File: config.mk
export PLATFORM = sky130hd
export DESIGN_NAME = rv32i_cpu
export DESIGN_NICKNAME = d
export VERILOG_FILES = /design/src/rtl/rv32i_pkg.sv /design/src/rtl/rv32i_regfile.sv /design/src/rtl/rv32i_cpu.sv
export SDC_FILE = /design/constraint.sdc
export NUM_CORES = 2
export LEC_CHECK = 0
export CORE_UTILIZATION = 70
export DETAILED_ROUTE_END_ITERATION = 7
export PLACE_DENSITY = 0.89
export SLEW_MARGIN = 5
export SYNTH_ARGS = -nofsm -noshare
export SYNTH_HDL_FRONTEND = slang
export SYNTH_SLANG_ARGS = --single-unit
export TNS_END_PERCENT = 20
File: constraint.sdc
create_clock -name clk -period 11.7 [get_ports clk]
set_input_delay 2.34 -clock clk [delete_from_list [all_inputs] [get_ports clk]]
set_output_delay 2.34 -clock clk [all_outputs]
set_load 0.02 [all_outputs]
File: src/rtl/rv32i_pkg.sv
// rv32i_pkg: shared definitions for the multi-cycle RV32I core.
// Contents: opcode and funct3 codes, the controller state enum, the ALU
// operation enum, and helpers that build sign-extended immediates from an
// instruction word.
package rv32i_pkg;

  localparam logic [6:0] OP_LUI    = 7'b0110111;
  localparam logic [6:0] OP_AUIPC  = 7'b0010111;
  localparam logic [6:0] OP_JAL    = 7'b1101111;
  localparam logic [6:0] OP_JALR   = 7'b1100111;
  localparam logic [6:0] OP_BRANCH = 7'b1100011;
  localparam logic [6:0] OP_LOAD   = 7'b0000011;
  localparam logic [6:0] OP_STORE  = 7'b0100011;
  localparam logic [6:0] OP_IMM    = 7'b0010011;
  localparam logic [6:0] OP_OP     = 7'b0110011;
  localparam logic [6:0] OP_FENCE  = 7'b0001111;

  localparam logic [2:0] F3_BEQ  = 3'd0;
  localparam logic [2:0] F3_BNE  = 3'd1;
  localparam logic [2:0] F3_BLT  = 3'd4;
  localparam logic [2:0] F3_BGE  = 3'd5;
  localparam logic [2:0] F3_BLTU = 3'd6;
  localparam logic [2:0] F3_BGEU = 3'd7;

  localparam logic [2:0] F3_LB  = 3'd0;
  localparam logic [2:0] F3_LH  = 3'd1;
  localparam logic [2:0] F3_LW  = 3'd2;
  localparam logic [2:0] F3_LBU = 3'd4;
  localparam logic [2:0] F3_LHU = 3'd5;

  localparam logic [2:0] F3_SB = 3'd0;
  localparam logic [2:0] F3_SH = 3'd1;

  localparam logic [2:0] F3_ADD  = 3'd0;
  localparam logic [2:0] F3_SLL  = 3'd1;
  localparam logic [2:0] F3_SLT  = 3'd2;
  localparam logic [2:0] F3_SLTU = 3'd3;
  localparam logic [2:0] F3_XOR  = 3'd4;
  localparam logic [2:0] F3_SR   = 3'd5;
  localparam logic [2:0] F3_OR   = 3'd6;

  typedef enum logic [1:0] {FETCH, EXEC, MEM, HALT} state_e;

  typedef enum logic [3:0] {
    ALU_ADD, ALU_SUB, ALU_SLL, ALU_SLT, ALU_SLTU,
    ALU_XOR, ALU_SRL, ALU_SRA, ALU_OR, ALU_AND
  } alu_op_e;

  function automatic logic [31:0] imm_i(input logic [31:0] ir);
    return {{20{ir[31]}}, ir[31:20]};
  endfunction

  function automatic logic [31:0] imm_s(input logic [31:0] ir);
    return {{20{ir[31]}}, ir[31:25], ir[11:7]};
  endfunction

  function automatic logic [31:0] imm_b(input logic [31:0] ir);
    return {{19{ir[31]}}, ir[31], ir[7], ir[30:25], ir[11:8], 1'b0};
  endfunction

  function automatic logic [31:0] imm_u(input logic [31:0] ir);
    return {ir[31:12], 12'h000};
  endfunction

  function automatic logic [31:0] imm_j(input logic [31:0] ir);
    return {{11{ir[31]}}, ir[31], ir[19:12], ir[20], ir[30:21], 1'b0};
  endfunction

endpackage

File: src/rtl/rv32i_regfile.sv
// rv32i_regfile: x1..x31 general-purpose registers; x0 is hard-wired zero.
// Ports:
//   clk, rst          clock, asynchronous active-low reset (clears x1..x31)
//   rs1_addr_i/rs2_addr_i, rs1_data_o/rs2_data_o   two asynchronous read ports
//   we_i, rd_addr_i, rd_data_i                      one synchronous write port
module rv32i_regfile (
  input  logic        clk,
  input  logic        rst,
  input  logic [4:0]  rs1_addr_i,
  input  logic [4:0]  rs2_addr_i,
  output logic [31:0] rs1_data_o,
  output logic [31:0] rs2_data_o,
  input  logic        we_i,
  input  logic [4:0]  rd_addr_i,
  input  logic [31:0] rd_data_i
);

  logic [31:0] regs_q [1:31];

  always_ff @(posedge clk or negedge rst) begin
    if (!rst) begin
      for (int i = 1; i < 32; i++) regs_q[i] <= '0;
    end else if (we_i && (rd_addr_i != 5'd0)) begin
      regs_q[rd_addr_i] <= rd_data_i;
    end
  end

  assign rs1_data_o = (rs1_addr_i == 5'd0) ? 32'h0 : regs_q[rs1_addr_i];
  assign rs2_data_o = (rs2_addr_i == 5'd0) ? 32'h0 : regs_q[rs2_addr_i];

endmodule

File: src/rtl/rv32i_cpu.sv
// rv32i_cpu: multi-cycle RV32I core, sole master of a word-wide memory port.
// Ports:
//   clk, rst        clock (rising edge), asynchronous active-low reset
//   memory_out      combinational read data for the current address
//   memory_in       write data (0 whenever write_enable is low)
//   address         word address (byte address = {address, 2'b00})
//   write_enable    commit memory_in at address on this clock edge
//   read_capable    memory reports the current address readable
//   write_capable   memory reports the current address writable
//
// state | meaning
// FETCH | two cycles: present pc, then latch the instruction word
// EXEC  | decode, ALU, register write, pc update
// MEM   | load/store access at the effective address
// HALT  | terminal fault/stop state, left only by reset
module rv32i_cpu
  import rv32i_pkg::*;
#(
  parameter logic [31:0] RESET_PC = 32'h0000_0000
) (
  input  logic        clk,
  input  logic        rst,
  input  logic [31:0] memory_out,
  output logic [31:0] memory_in,
  output logic [29:0] address,
  output logic        write_enable,
  input  logic        read_capable,
  input  logic        write_capable
);

  state_e      state_q, state_d;
  logic [31:0] pc_q, pc_d;
  logic [31:0] ir_q, ir_d;
  logic        fetch_ph_q, fetch_ph_d;

  logic [6:0]  opcode;
  logic [2:0]  funct3;
  logic [31:0] rs1_val, rs2_val;
  logic        rd_we;
  logic [31:0] rd_wdata;

  assign opcode = ir_q[6:0];
  assign funct3 = ir_q[14:12];

  rv32i_regfile u_rf (
    .clk        (clk),
    .rst        (rst),
    .rs1_addr_i (ir_q[19:15]),
    .rs2_addr_i (ir_q[24:20]),
    .rs1_data_o (rs1_val),
    .rs2_data_o (rs2_val),
    .we_i       (rd_we),
    .rd_addr_i  (ir_q[11:7]),
    .rd_data_i  (rd_wdata)
  );

  // Effective address and access legality
  logic [31:0] ea;
  logic        mem_fault;
  assign ea = rs1_val + ((opcode == OP_STORE) ? imm_s(ir_q) : imm_i(ir_q));

  always_comb begin
    mem_fault = 1'b0;
    unique case (funct3[1:0])
      2'd1:    mem_fault = ea[0];
      2'd2:    mem_fault = (ea[1:0] != 2'b00);
      2'd3:    mem_fault = 1'b1;
      default: mem_fault = 1'b0;
    endcase
    // Only LBU/LHU use funct3[2]; stores have no unsigned forms.
    if (funct3[2] && ((opcode == OP_STORE) || (funct3[1:0] != 2'd0 && funct3[1:0] != 2'd1)))
      mem_fault = 1'b1;
  end

  // ALU
  alu_op_e     alu_op;
  logic [31:0] alu_b, alu_res;
  assign alu_b = (opcode == OP_OP) ? rs2_val : imm_i(ir_q);

  always_comb begin
    alu_op = ALU_ADD;
    case (funct3)
      F3_ADD:  alu_op = ((opcode == OP_OP) && ir_q[30]) ? ALU_SUB : ALU_ADD;
      F3_SLL:  alu_op = ALU_SLL;
      F3_SLT:  alu_op = ALU_SLT;
      F3_SLTU: alu_op = ALU_SLTU;
      F3_XOR:  alu_op = ALU_XOR;
      F3_SR:   alu_op = ir_q[30] ? ALU_SRA : ALU_SRL;
      F3_OR:   alu_op = ALU_OR;
      default: alu_op = ALU_AND;
    endcase
  end

  always_comb begin
    alu_res = '0;
    case (alu_op)
      ALU_ADD:  alu_res = rs1_val + alu_b;
      ALU_SUB:  alu_res = rs1_val - alu_b;
      ALU_SLL:  alu_res = rs1_val << alu_b[4:0];
      ALU_SLT:  alu_res = {31'd0, $signed(rs1_val) < $signed(alu_b)};
      ALU_SLTU: alu_res = {31'd0, rs1_val < alu_b};
      ALU_XOR:  alu_res = rs1_val ^ alu_b;
      ALU_SRL:  alu_res = rs1_val >> alu_b[4:0];
      ALU_SRA:  alu_res = $unsigned($signed(rs1_val) >>> alu_b[4:0]);
      ALU_OR:   alu_res = rs1_val | alu_b;
      default:  alu_res = rs1_val & alu_b;
    endcase
  end

  // Branch condition
  logic br_take;
  always_comb begin
    br_take = 1'b0;
    case (funct3)
      F3_BEQ:  br_take = (rs1_val == rs2_val);
      F3_BNE:  br_take = (rs1_val != rs2_val);
      F3_BLT:  br_take = ($signed(rs1_val) < $signed(rs2_val));
      F3_BGE:  br_take = ($signed(rs1_val) >= $signed(rs2_val));
      F3_BLTU: br_take = (rs1_val < rs2_val);
      F3_BGEU: br_take = (rs1_val >= rs2_val);
      default: br_take = 1'b0;
    endcase
  end

  // Load lane extraction and store read-modify-write merge
  logic [31:0] load_shift, load_val, store_word;
  assign load_shift = memory_out >> {ea[1:0], 3'b000};

  always_comb begin
    load_val = '0;
    case (funct3)
      F3_LB:   load_val = {{24{load_shift[7]}}, load_shift[7:0]};
      F3_LH:   load_val = {{16{load_shift[15]}}, load_shift[15:0]};
      F3_LW:   load_val = memory_out;
      F3_LBU:  load_val = {24'd0, load_shift[7:0]};
      F3_LHU:  load_val = {16'd0, load_shift[15:0]};
      default: load_val = '0;
    endcase
  end

  always_comb begin
    store_word = memory_out;
    case (funct3)
      F3_SB:   store_word[{ea[1:0], 3'b000} +: 8]  = rs2_val[7:0];
      F3_SH:   store_word[{ea[1], 4'b0000} +: 16]  = rs2_val[15:0];
      default: store_word = rs2_val;
    endcase
  end

  // Memory port; write_enable is purely combinational from state_q so an
  // asynchronous reset withdraws it immediately.
  assign write_enable = (state_q == MEM) && (opcode == OP_STORE) && !mem_fault && write_capable;
  assign memory_in    = write_enable ? store_word : 32'h0;
  assign address      = (state_q == MEM) ? ea[31:2] : pc_q[31:2];

  // Controller
  logic [31:0] jump_tgt;
  always_comb begin
    jump_tgt = pc_q + imm_j(ir_q);
    if (opcode == OP_JALR) jump_tgt = (rs1_val + imm_i(ir_q)) & ~32'd1;
    else if (opcode == OP_BRANCH) jump_tgt = pc_q + imm_b(ir_q);
  end

  always_comb begin
    state_d    = state_q;
    pc_d       = pc_q;
    ir_d       = ir_q;
    fetch_ph_d = fetch_ph_q;
    rd_we      = 1'b0;
    rd_wdata   = '0;
    case (state_q)
      FETCH: begin
        // First cycle only presents pc; the word is captured on the second edge.
        if (!fetch_ph_q) begin
          fetch_ph_d = 1'b1;
        end else begin
          fetch_ph_d = 1'b0;
          if (!read_capable) begin
            state_d = HALT;
          end else begin
            ir_d    = memory_out;
            state_d = EXEC;
          end
        end
      end
      EXEC: begin
        state_d = FETCH;
        pc_d    = pc_q + 32'd4;
        case (opcode)
          OP_LUI:   begin rd_we = 1'b1; rd_wdata = imm_u(ir_q); end
          OP_AUIPC: begin rd_we = 1'b1; rd_wdata = pc_q + imm_u(ir_q); end
          OP_IMM, OP_OP: begin rd_we = 1'b1; rd_wdata = alu_res; end
          OP_FENCE: ;
          OP_JAL, OP_JALR: begin
            if (jump_tgt[1:0] != 2'b00) begin
              state_d = HALT;
              pc_d    = pc_q;
            end else begin
              rd_we    = 1'b1;
              rd_wdata = pc_q + 32'd4;
              pc_d     = jump_tgt;
            end
          end
          OP_BRANCH: begin
            if (br_take) begin
              if (jump_tgt[1:0] != 2'b00) begin
                state_d = HALT;
                pc_d    = pc_q;
              end else begin
                pc_d = jump_tgt;
              end
            end
          end
          OP_LOAD, OP_STORE: begin
            state_d = MEM;
            pc_d    = pc_q;
          end
          default: begin
            state_d = HALT;
            pc_d    = pc_q;
          end
        endcase
      end
      MEM: begin
        if (mem_fault || ((opcode == OP_LOAD) ? !read_capable : !write_capable)) begin
          state_d = HALT;
        end else begin
          state_d = FETCH;
          pc_d    = pc_q + 32'd4;
          if (opcode == OP_LOAD) begin
            rd_we    = 1'b1;
            rd_wdata = load_val;
          end
        end
      end
      default: state_d = HALT;
    endcase
  end

  always_ff @(posedge clk or negedge rst) begin
    if (!rst) begin
      state_q    <= FETCH;
      pc_q       <= RESET_PC;
      ir_q       <= '0;
      fetch_ph_q <= 1'b0;
    end else begin
      state_q    <= state_d;
      pc_q       <= pc_d;
      ir_q       <= ir_d;
      fetch_ph_q <= fetch_ph_d;
    end
  end

endmodule

==> flow_metrics.env, run 1 <==
export IMPL_outcome="aborted with a tool error"
export IMPL_stop_stage="global routing (5_1_grt)"
export IMPL_error_line="[ERROR GRT-0116] Global routing finished with congestion. Check the congestion regions in the DRC Viewer."
export IMPL_gp_congestion=1.21
export IMPL_grt_pass1_vias=85500
export IMPL_die_h_um=328
export IMPL_syn_mean_instance_area_um2=9.54
export IMPL_dieWidth_um=328
export IMPL_clkSinkCount=1059
export IMPL_cts_setup_buffers=0
export IMPL_clockRootBuffer="clkbuf_16"
export IMPL_grt_first_pass_wirelength_mm=606
export IMPL_cts_hold_buffers_added=0
export IMPL_grtUsageTotal_pct=77.9
export IMPL_max_clock_path_buffers=3
export IMPL_hpwlAfterDp_mm=244
export IMPL_ys_seq_area_share_pct=35.6
export IMPL_synthFlopType="dfrtp_1"
export IMPL_ctsResizeCount=0
export IMPL_rows=119
export IMPL_cts_inserted_buffers=104
export IMPL_grt_remaining_overflow=115
export IMPL_ios=99
export IMPL_port_buffers=98
export IMPL_syn_inst=7801
export IMPL_syn_nets=8066
export IMPL_synth_area_um2=74500
export IMPL_async_flop_share_pct=100
export IMPL_grt_max_degree=186
export IMPL_yosysUniqueCellTypes=99
export IMPL_synth_seq_cells=1059
export IMPL_htree_levels=3
export IMPL_synth_edff_count=0
export IMPL_yosys_warnings=0
export IMPL_initial_core_util_pct=70.6
[metrics by stage]
step                      utilization, %  setup slack (ns)  cells  hold slack (ns)  area (um^2)
after detailed placement            72.7              2.70   8875            0.487        76600
after floorplan                        -              3.26   7801            0.459        74500
after CTS                           76.3              1.75   9068            0.504        80400
after global placement              72.7              2.72   8874            0.475        76600
[kinds of logic after synthesis]
group / synth area share [%]
XOR/XNOR: 1.71
multiplexers: 22.5
AO/OA/AOI/OAI: 19.2
buffers and inverters: 5.04
adder cells (fa/ha/maj): 3.91
flip-flops: 35.6
AND/OR/NAND/NOR: 12.0
[cell usage after synthesis, types with 15 or more instances]
library cell / n / share of area, %
inv_1: 166 / 0.84
o221ai_1: 34 / 0.40
nor2_1: 643 / 3.2
nand2_1: 877 / 4.4
buf_6: 24 / 0.36
buf_2: 115 / 0.77
and3_1: 44 / 0.37
nor2b_1: 53 / 0.45
a2111oi_0: 22 / 0.26
or2_2: 19 / 0.16
o21bai_1: 34 / 0.34
nor4_1: 15 / 0.13
o21ai_0: 576 / 3.9
nand4_1: 38 / 0.32
o31ai_1: 23 / 0.23
xor2_1: 42 / 0.49
a221o_1: 25 / 0.34
a31oi_1: 40 / 0.34
o21ai_1: 189 / 1.3
nand2b_1: 35 / 0.29
buf_4: 66 / 0.67
a21o_1: 92 / 0.93
o21a_1: 34 / 0.34
a32oi_1: 20 / 0.24
clkbuf_1: 415 / 2.1
a211oi_1: 60 / 0.60
nor3_1: 106 / 0.71
a211o_1: 16 / 0.19
nand3_1: 86 / 0.58
xnor2_1: 103 / 1.2
a21oi_1: 680 / 4.6
o22ai_1: 96 / 0.81
mux2i_1: 402 / 5.4
buf_1: 43 / 0.22
a22oi_1: 89 / 0.90
dfrtp_1: 1059 / 36
ha_1: 223 / 3.7
mux2_1: 20 / 0.30
or3_1: 24 / 0.20
and2_1: 38 / 0.32
mux4_2: 389 / 12
o22a_1: 18 / 0.21
a221oi_1: 58 / 0.68
o211ai_1: 51 / 0.51
mux2_2: 331 / 5.0
[layer usage]
metal | track usage, % | overflow
met5 | 32.3 | 0
met4 | 74.0 | 53
met3 | 65.7 | 9
met2 | 92.4 | 49
met1 | 79.1 | 4
==> run 2, diff against run 1 <==
--- a/config.mk
+++ b/config.mk
@@ -5,9 +5,9 @@
 export SDC_FILE = /design/constraint.sdc
 export NUM_CORES = 2
 export LEC_CHECK = 0
-export CORE_UTILIZATION = 70
+export CORE_UTILIZATION = 40
 export DETAILED_ROUTE_END_ITERATION = 7
-export PLACE_DENSITY = 0.89
+export PLACE_DENSITY_LB_ADDON = 0.15
 export SLEW_MARGIN = 5
 export SYNTH_ARGS = -nofsm -noshare
 export SYNTH_HDL_FRONTEND = slang
==> run 2 against run 1 <==
  * The run now ends clean
  * Synthesized area unchanged
  * Synthesized cell count unchanged
==> flow_metrics.env, run 2 <==
export IMPL_grt_first_pass_wirelength_mm=508
export IMPL_cp_end_kind="output port"
export IMPL_final_area_um2=82700
export IMPL_antenna_found_initial=18
export IMPL_ctsResizeCount=0
export IMPL_ir_drop_mv=0.197
export IMPL_ios=99
export IMPL_vias_per_cell=6.62
export IMPL_outcome="finished clean"
export IMPL_syn_inst=7801
export IMPL_worstSetupPathType="reg -> out"
export IMPL_tns_ns=0
export IMPL_crit_fanout=44
export IMPL_clk_latency_ns=0.81
export IMPL_relSlewSlack_pct=5.95
export IMPL_power_density_nw_per_um2=285
export IMPL_synth_seq_cells=1059
export IMPL_worst_slew_pin_slew_ns=1.41
export IMPL_initial_core_util_pct=40.4
export IMPL_synth_area_um2=74500
export IMPL_vias=67700
export IMPL_worstPathRequired_ns=9.36
export IMPL_grtUsageTotal_pct=38.2
export IMPL_clkSinkCount=1059
export IMPL_die_area_um2=188000
export IMPL_syn_nets=8066
export IMPL_drive_above_1_share_pct=17.9
export IMPL_synth_most_common_cell="dfrtp_1"
export IMPL_synth_top_cells_by_count="dfrtp_1, nand2_1, a21oi_1"
export IMPL_hold_violations=0
export IMPL_netlist_top_cells_area="dfrtp_1, mux4_2, mux2i_1"
export IMPL_nets=7930
export IMPL_gp_congestion=1.04
export IMPL_grt_max_degree=165
export IMPL_syn_to_final_growth_pct=11.1
export IMPL_slew_viol_final=0
export IMPL_rows=157
export IMPL_fp_coreArea_um2=184000
export IMPL_yosysUniqueCellTypes=99
export IMPL_fin_crit_ns=11.26
export IMPL_final_common_cell="dfrtp_1"
export IMPL_routed_wl_mm=362
export IMPL_antenna_left=0
export IMPL_port_buffers=98
export IMPL_die_h_um=433
export IMPL_final_setup_viol_count=0
export IMPL_clk_pin_slew_ns=0.06
export IMPL_wl_per_cell_um=35.4
export IMPL_hpwlAfterDp_mm=257
export IMPL_hold_class="reg -> reg"
export IMPL_place_ws_ns=1.49
export IMPL_largest_reg_flops=992
export IMPL_drt_iter0_markers=8448
export IMPL_max_clock_path_buffers=3
export IMPL_htree_levels=4
export IMPL_synth_edff_count=0
export IMPL_cts_tree="done"
export IMPL_cts_inserted_buffers=131
export IMPL_setup_slack_ns=0.437
export IMPL_dieWidth_um=433
export IMPL_synth_top_cell_by_area="dfrtp_1"
export IMPL_synthFlopType="dfrtp_1"
export IMPL_yosys_warnings=0
export IMPL_stdcell_count=10200
export IMPL_fin_crit_sh_pct=96.3
export IMPL_power_leakage_nw=34.8
export IMPL_worstSetupStartpointType="register"
export IMPL_grt_pass1_vias=64500
export IMPL_yosysTopAreaCellShare_pct=35.6
export IMPL_arrival_ns=8.92
export IMPL_finalPower_w=0.0236
export IMPL_drc=0
export IMPL_largestRegisters="u_rf.regs_q x992, ir_q x32, pc_q x32"
export IMPL_top_register="u_rf.regs_q"
export IMPL_dr_pass1_iters=8
export IMPL_cts_hold_buffers_added=0
export IMPL_clockRootBuffer="clkbuf_16"
export IMPL_rsz0062_at_grt="false"
export IMPL_clock_skew_final_ns=0.0420
export IMPL_post_dp_cell_area_um2=78400
export IMPL_fmax_mhz=88.8
export IMPL_syn_mean_instance_area_um2=9.54
export IMPL_dp_cells=9996
export IMPL_layout_common_cells="dfrtp_1, nand2_1, a21oi_1"
export IMPL_cts_setup_buffers=0
export IMPL_max_cap_viol_count=0
export IMPL_ys_seq_area_share_pct=35.6
export IMPL_grt_remaining_overflow=0
export IMPL_async_flop_share_pct=100
-- run 2: cell counts after synthesis --
Identical to the previous run, type by type.
-- run 2: worst paths after layout --
path                                   from          endpoint  slack, ns  depth (start not counted)
max                                ir_q[16]      memory_in[8]       0.44                         18
min                        u_rf.regs_q[779]  u_rf.regs_q[779]       0.50                          2
max reg2reg                        ir_q[16]  u_rf.regs_q[983]       2.55                         19
min reg2reg                u_rf.regs_q[779]  u_rf.regs_q[779]       0.50                          2
max in group asynchronous               rst  u_rf.regs_q[788]       7.82                          3
min in group asynchronous               rst          pc_q[27]       1.53                          1
-- run 2: layout make-up --
type | count | area (um^2)
clock inverter | 40 | 448
clock buffer | 188 | 3820
multi-input combinational | 5897 | 44800
inverter | 175 | 657
sequential | 1059 | 26500
timing repair buffer | 401 | 3390
tap | 2464 | 3080
fill | 17900 | 101000
antenna | 5 | 12.5
-- run 2: cell families after synthesis --
| family | after synthesis | synth area share (%) |
|---|---|---|
| compound gates | 2326 | 19.2 |
| xor+xnor | 145 | 1.71 |
| fa+ha+maj | 229 | 3.91 |
| buf+inv | 845 | 5.04 |
| flops | 1059 | 35.6 |
| mux | 1143 | 22.5 |
| simple gates | 2054 | 12.0 |
-- run 2: metal layers --
layer / track usage (%) / vias up / wire length, um
li1: - / 28600 / -
met1: 50.0 / 34300 / 143000
met2: 56.6 / 3865 / 156000
met3: 8.61 / 935 / 34300
met4: 25.0 / 14 / 28200
met5: 0 / - / 93
-- run 2: worst max-delay path, stage by stage (launching register included) --
cell and delay (ns):
dfrtp_4 0.96, buf_4 0.62, mux4_2 0.41, mux2i_1 0.20
o22ai_1 0.25, nor2_1 0.41, inv_1 0.18, ha_1 0.26
fa_2 0.95, buf_4 0.40, ha_1 0.26, inv_1 0.13
nor4_1 0.84, nand2_1 0.21, a21oi_1 0.17, o21ai_0 0.09
a211oi_1 0.82, buf_4 0.27, clkdlybuf4s50_1 0.63
-- run 2: through the flow --
| stage | utilization [%] | hold WS, ns |
|---|---|---|
| global placement | 42.6 | 0.474 |
| finish | 44.9 | 0.503 |
| global route | 44.9 | 0.524 |
| floorplan | - | 0.459 |
| CTS | 44.9 | 0.503 |
| detailed placement | 42.6 | 0.490 |
-- run 2: power breakdown --
group	switching [W]	internal [W]
Sequential	0.000483	0.00379
Clock	0.00171	0.00244
Combinational	0.0104	0.00482
Total	0.0125	0.0110
Note: power is estimated with default switching activity, not from simulation.
